File: config.mk
export PLATFORM = sky130hd
export DESIGN_NAME = nes_poll_scheduler
export DESIGN_NICKNAME = d
export VERILOG_FILES = /design/src/rtl/nes_pkg.sv /design/src/rtl/nes_tick_gen.sv /design/src/rtl/nes_poll_scheduler.sv
export SDC_FILE = /design/constraint.sdc
export NUM_CORES = 1
export LEC_CHECK = 0
export BUFFER_PORTS_ARGS = -buffer_cell sky130_fd_sc_hd__buf_4
export CAP_MARGIN = 20
export CORE_MARGIN = 3
export CORE_UTILIZATION = 42
export DETAILED_ROUTE_END_ITERATION = 8
export MAX_ROUTING_LAYER = met4
export PLACE_DENSITY = 0.59
export SYNTH_ARGS = -nofsm -noshare
export SYNTH_HDL_FRONTEND = slang
export SYNTH_SLANG_ARGS = --single-unit
File: constraint.sdc
create_clock -name clk -period 3.5 [get_ports clk]
set_input_delay 0.7 -clock clk [delete_from_list [all_inputs] [get_ports clk]]
set_output_delay 0.7 -clock clk [all_outputs]
set_load 0.01 [all_outputs]
File: src/rtl/nes_pkg.sv
// nes_pkg: shared types and constants for the NES gamepad poll scheduler.
//   state_t      - frame sequencer states
//   BTN_*        - bit positions of each button in the published bytes
//   NES_BITS     - bits shifted per frame
//   LATCH_TICKS  - half-period ticks the latch pulse is held high
package nes_pkg;

  localparam int unsigned NES_BITS    = 8;
  localparam int unsigned LATCH_TICKS = 2;

  localparam int unsigned BTN_A      = 0;
  localparam int unsigned BTN_B      = 1;
  localparam int unsigned BTN_SELECT = 2;
  localparam int unsigned BTN_START  = 3;
  localparam int unsigned BTN_UP     = 4;
  localparam int unsigned BTN_DOWN   = 5;
  localparam int unsigned BTN_LEFT   = 6;
  localparam int unsigned BTN_RIGHT  = 7;

  typedef enum logic [2:0] {
    ST_IDLE,
    ST_LATCH,
    ST_SHIFT_LO,
    ST_SHIFT_HI,
    ST_DONE
  } state_t;

endpackage

File: src/rtl/nes_tick_gen.sv
// nes_tick_gen: half-period tick generator for the pad protocol.
//   clk, reset : system clock, synchronous active-high reset
//   clear      : restart the count from 0 (frame start)
//   run        : count enable (high while a frame is in progress)
//   tick       : one-cycle pulse every HALF_PERIOD_CYC running cycles
module nes_tick_gen #(
  parameter int unsigned HALF_PERIOD_CYC = 300
) (
  input  logic clk,
  input  logic reset,
  input  logic clear,
  input  logic run,
  output logic tick
);

  localparam int unsigned CW = $clog2(HALF_PERIOD_CYC);
  localparam logic [CW-1:0] LAST = CW'(HALF_PERIOD_CYC - 1);

  logic [CW-1:0] cnt;

  always_ff @(posedge clk) begin
    if (reset || clear) begin
      cnt <= '0;
    end else if (run) begin
      cnt <= (cnt == LAST) ? '0 : cnt + 1'b1;
    end
  end

  always_comb begin
    tick = run && (cnt == LAST);
  end

endmodule

File: src/rtl/nes_poll_scheduler.sv
// nes_poll_scheduler: drives the shared latch/sclk of two NES gamepad ports,
// samples both data lines and publishes active-high button bytes.
//   clk, reset        : system clock, synchronous active-high reset
//   enable            : allows new frames to start
//   poll_req          : one-cycle manual poll request
//   data0, data1      : asynchronous active-low serial data from each pad
//   latch, sclk       : shared pad control lines
//   busy              : frame in progress
//   buttons0/buttons1 : published buttons, 1 = pressed (bit 0 = A .. 7 = Right)
//   frame_valid       : one-cycle pulse when the button bytes are updated
//   changed           : pulse with frame_valid when either byte changed
// Build option: define NES_DEBOUNCE_EN to publish a port only when two
// consecutive raw frames agree.
module nes_poll_scheduler
  import nes_pkg::*;
#(
  parameter int unsigned HALF_PERIOD_CYC   = 300,
  parameter int unsigned POLL_INTERVAL_CYC = 833333,
  parameter int unsigned NUM_BITS          = 8
) (
  input  logic       clk,
  input  logic       reset,
  input  logic       enable,
  input  logic       poll_req,
  input  logic       data0,
  input  logic       data1,
  output logic       latch,
  output logic       sclk,
  output logic       busy,
  output logic [7:0] buttons0,
  output logic [7:0] buttons1,
  output logic       frame_valid,
  output logic       changed
);

  localparam int unsigned IW = $clog2(POLL_INTERVAL_CYC);
  localparam logic [IW-1:0] IV_LAST   = IW'(POLL_INTERVAL_CYC - 1);
  localparam logic [2:0]    LAST_BIT  = 3'(NUM_BITS - 1);
  localparam logic [2:0]    LATCH_END = 3'(LATCH_TICKS - 1);

  state_t state, state_next;

  logic [1:0]    sync0, sync1;
  logic [IW-1:0] ival_cnt;
  logic          ival_wrap;
  logic          pending;
  logic          start;
  logic          tick;
  logic [2:0]    bit_cnt;
  logic [7:0]    raw0, raw1;
  logic [7:0]    pub0, pub1;

  // Input synchronizers; sync*[1] is the settled value.
  always_ff @(posedge clk) begin
    if (reset) begin
      sync0 <= '0;
      sync1 <= '0;
    end else begin
      sync0 <= {sync0[0], data0};
      sync1 <= {sync1[0], data1};
    end
  end

  always_comb begin
    ival_wrap = enable && (ival_cnt == IV_LAST);
  end

  always_ff @(posedge clk) begin
    if (reset || !enable || ival_wrap) begin
      ival_cnt <= '0;
    end else begin
      ival_cnt <= ival_cnt + 1'b1;
    end
  end

  // Frame start consumes every request seen so far, including one arriving
  // in the same cycle, so coincident requests yield a single frame.
  always_ff @(posedge clk) begin
    if (reset || start) begin
      pending <= 1'b0;
    end else if (ival_wrap || (poll_req && enable)) begin
      pending <= 1'b1;
    end
  end

  nes_tick_gen #(
    .HALF_PERIOD_CYC(HALF_PERIOD_CYC)
  ) u_tick (
    .clk  (clk),
    .reset(reset),
    .clear(start),
    .run  (busy),
    .tick (tick)
  );

  always_ff @(posedge clk) begin
    if (reset) begin
      state <= ST_IDLE;
    end else begin
      state <= state_next;
    end
  end

  always_comb begin
    state_next = state;
    start      = 1'b0;
    latch      = 1'b0;
    sclk       = 1'b0;
    busy       = 1'b1;
    unique case (state)
      ST_IDLE: begin
        busy = 1'b0;
        if (pending && enable) begin
          start      = 1'b1;
          state_next = ST_LATCH;
        end
      end
      ST_LATCH: begin
        latch = 1'b1;
        if (tick && (bit_cnt == LATCH_END)) state_next = ST_SHIFT_LO;
      end
      ST_SHIFT_LO: begin
        if (tick) state_next = (bit_cnt == LAST_BIT) ? ST_DONE : ST_SHIFT_HI;
      end
      ST_SHIFT_HI: begin
        sclk = 1'b1;
        if (tick) state_next = ST_SHIFT_LO;
      end
      ST_DONE: begin
        state_next = ST_IDLE;
      end
      default: state_next = ST_IDLE;
    endcase
  end

  // bit_cnt doubles as the latch-tick counter before the shift phase.
  always_ff @(posedge clk) begin
    if (reset || start) begin
      bit_cnt <= '0;
    end else if (tick) begin
      if (state == ST_LATCH) begin
        bit_cnt <= (bit_cnt == LATCH_END) ? '0 : bit_cnt + 1'b1;
      end else if (state == ST_SHIFT_HI) begin
        bit_cnt <= bit_cnt + 1'b1;
      end
    end
  end

  always_ff @(posedge clk) begin
    if (reset) begin
      raw0 <= '0;
      raw1 <= '0;
    end else if ((state == ST_SHIFT_LO) && tick) begin
      raw0[bit_cnt] <= ~sync0[1];
      raw1[bit_cnt] <= ~sync1[1];
    end
  end

`ifdef NES_DEBOUNCE_EN
  logic [7:0] prev0, prev1;

  always_ff @(posedge clk) begin
    if (reset) begin
      prev0 <= '0;
      prev1 <= '0;
    end else if (state == ST_DONE) begin
      prev0 <= raw0;
      prev1 <= raw1;
    end
  end

  always_comb begin
    pub0 = (raw0 == prev0) ? raw0 : buttons0;
    pub1 = (raw1 == prev1) ? raw1 : buttons1;
  end
`else
  always_comb begin
    pub0 = raw0;
    pub1 = raw1;
  end
`endif

  always_ff @(posedge clk) begin
    if (reset) begin
      buttons0    <= '0;
      buttons1    <= '0;
      frame_valid <= 1'b0;
      changed     <= 1'b0;
    end else begin
      frame_valid <= 1'b0;
      changed     <= 1'b0;
      if (state == ST_DONE) begin
        buttons0    <= pub0;
        buttons1    <= pub1;
        frame_valid <= 1'b1;
        changed     <= (pub0 != buttons0) || (pub1 != buttons1);
      end
    end
  end

endmodule
==> out/summary.txt <==
Max-slew violation count: 0
Max_slew headroom: 51.51%
Top post-synthesis cells by area: dfxtp_1 (44%), xnor2_1 (7.1%), a21oi_1 (5.8%)
Synthesized area: 3342 µm²
Inserted Clock Buffers: 9
IO Pins: 27
Detail Placement HPWL: 4751 µm
Slowest CP cell: dfxtp_1
Number of flops mapped to enable cells by yosys: 0
Largest net degree at the start of global routing: 44
First-pass DRT Iterations: 6
CP arrival: 1.68 ns
Clk_lat worst skew: 0.34 ns
CTS sink cnt: 74
FP Rows: 31
Die area: 9063 µm²
Comb pwr share: 2.2%
Pwr Total: 1.449 mW
Synthesis Warnings: 0
Gpl congestion: 0.8343
Critical Path Max Stage Delay: 0.40 ns
Initial antenna violation count: 0
# resized after CTS: 0
Main flop type after synthesis: dfxtp_1
# diodes: 0
Min Clock Period, post-route: 2.381 ns
Cell-internal power: 1.112 mW
Syn-to-layout area delta: 11.53%
Drt total wl: 6926 µm
Hold Fails Final Rpt: 0
Filler cells: 732
Most common cell in the netlist: dfxtp_1
PwrDens: 388.9 nW/µm²
Vias in the first global route: 2450
Wirelength per Cell: 13.80 µm
Antenna-violating nets left: 0
TritonCTS clock tree: built
H-tree depth: 3
Unrepaired setup endpoints after global routing: false
Share of cells above drive strength 1: 12.16%
GRT overflow: 0
#FFs+latches synth: 74
# hold bufs at CTS: 0
CP cell instances: nor3_1, clkinv_1, buf_4
Critical path required time: 2.80 ns
Status: finished, final reports clean
Peak supply drop: 0.2228 mV
Total number of vias: 2666
Setup Buffers After CTS: 0
Core Area: 7486 µm²
Post-synthesis sequential area ratio: 44.33%
Syn_area_per_cell: 8.749 µm²
Net Sw Power: 0.3372 mW
First-pass GRT wire length: 11800 µm
Design area: 3727 µm²
Worst hold path class: reg2reg
Clock Skews: 0.01010 ns
Final cell count without fillers: 502
Max Root-Sink Buffers: 2
Ys async rst share: 0%
Die Y-Extent: 95.20 µm
Worst Tran Pin Value: 0.7220 ns
Final Cycle Share: 68.04%
Final setup viols: 0
Fin Setup TNS: 0 ns
Post-DR vias/cell: 5.311
Syn_nets: 394
Root buf cell: clkbuf_8
Dpl cells: 486
Multi-input combinational cell area: 1730 µm²
Post-synth top area share: 44.33%
P_leak: 1.212 nW
Clock power share: 39.2%
Die Wd: 95.20 µm
Placed Instance Area: 3565 µm²
Final nets: 410
Critical path type: reg2out
Seq pwr share: 58.7%
Maximum clock rate: 419.9 MHz
DRC: 0
Initial Util: 44.64%
Synth cell count leaders: dfxtp_1 (74), nand2_1 (48), a21oi_1 (39)
Clk slew on worst S/H paths: 0.07 ns
CP Capture Type: output pin
Syn Inst Count: 382
Tot GR Track Use: 17.04%
Max-cap violations: 0
Crit start category: flop
Initial DRC count: 111
Sequential cell area: 1481 µm²
Number of port buffers: 26
Netlist cell types: 47
Switching share of total power: 23.27%
Cell taking the most area after synthesis: dfxtp_1
Critical path peak fanout: 11
-- registers in the layout, summed over array words and instances (netlist names) --
| name | cells |
|---|---|
| pending | 1 |
| sync0 | 2 |
| pub0 | 8 |
| u_tick.cnt | 9 |
| changed | 1 |
| sync1 | 2 |
| bit_cnt | 3 |
| state | 3 |
| buttons1 | 8 |
| ival_cnt | 20 |
| pub1 | 8 |
| buttons0 | 8 |
| frame_valid | 1 |
-- cell usage in the layout (no fill, tap or decap), types with 2 or more instances in the layout --
master    count
nor4b_1       2
ha_1          6
xor2_1       11
nor3_1        9
nand4_1      16
xnor2_1      27
clkbuf_8      9
nor4_4        2
and3_2        2
nor2_1       35
buf_4        27
and3_1        3
and4_1        3
nor2b_1       8
inv_1         6
a21oi_1      39
or4_1         3
a211oi_1      6
dfxtp_1      74
clkbuf_1      2
o31ai_1       4
o21ai_0       2
clkinv_2      3
mux2i_1       2
a21o_1        2
nor4_1        4
nand3_1      10
a311oi_1     12
a31oi_1       4
and2_1        2
nand4b_1      2
or3_1         3
nand2_1      48
-- critical path, delay by kind of cell (launching register included) --
family                 cells  cell delay, ns
and+or+nand+nor            1            0.38
DFF                        1            0.40
buffers and inverters      2            0.56
-- stage by stage --
stage	util, %	hold slack (ns)	setup WS (ns)
2_1_floorplan	-	0.4138	1.656
3_3_place_gp	47.62	0.4209	1.395
3_5_place_dp	47.62	0.4226	1.344
4_1_cts	49.79	0.4400	1.104
5_1_grt	49.79	0.4524	0.9230
6_report	49.79	0.4389	1.119
-- cells by family (layout without fill, tap and decap cells) --
| family | Yosys count | count (layout) | synth area share (%) |
|---|---|---|---|
| xor gates and xnor gates | 38 | 38 | 9.959 |
| DFF | 74 | 74 | 44.33 |
| buffers and inverters | 29 | 50 | 3.894 |
| and+or+nand+nor | 158 | 158 | 24.71 |
| muxes | 2 | 2 | 0.5991 |
| AOI/OAI and AO/OA | 75 | 75 | 14.26 |
| adders and majority gates | 6 | 6 | 2.246 |
-- power by group through the flow --
stage,sequential (mW),combinational (mW),clock (mW)
floorplan,0.867,0.0233,0
global placement,0.870,0.0325,0
global route,0.851,0.0359,0.625
finish,0.850,0.0317,0.568
CTS,0.850,0.0326,0.589
detailed placement,0.870,0.0325,0
-- path summary, 6_finish.rpt --
| check | startpoint | end | slack [ns] | cells after the start |
|---|---|---|---|---|
| min | sync0[0]$_SDFF_PP0_ | sync0[1]$_SDFF_PP0_ | 0.44 | 1 |
| max | state[1]$_SDFFE_PP0P_ | busy | 1.12 | 3 |
| min reg2reg | sync0[0]$_SDFF_PP0_ | sync0[1]$_SDFF_PP0_ | 0.44 | 1 |
| max reg2reg | u_tick.cnt[4]$_SDFFE_PP0N_ | pub0[4]$_SDFFE_PP0P_ | 1.32 | 4 |
-- area by class of cell --
type | instances | share of cell area, %
multi-input combinational | 279 | 46.43
clock buffer | 11 | 3.525
tap | 99 | 3.323
timing repair buffer | 27 | 5.438
inverter | 7 | 0.7049
sequential | 74 | 39.74
clock inverter | 5 | 0.8392
-- layer usage --
layer  wire length [µm]  vias up  GRT usage (%)
met3                237       11          2.920
li1                   -     1387              -
met1               3583     1226          23.84
met5                  0        -              -
met2               2994       42          24.31
met4                110        0          6.851
Note: power is estimated with default switching activity, not from simulation.
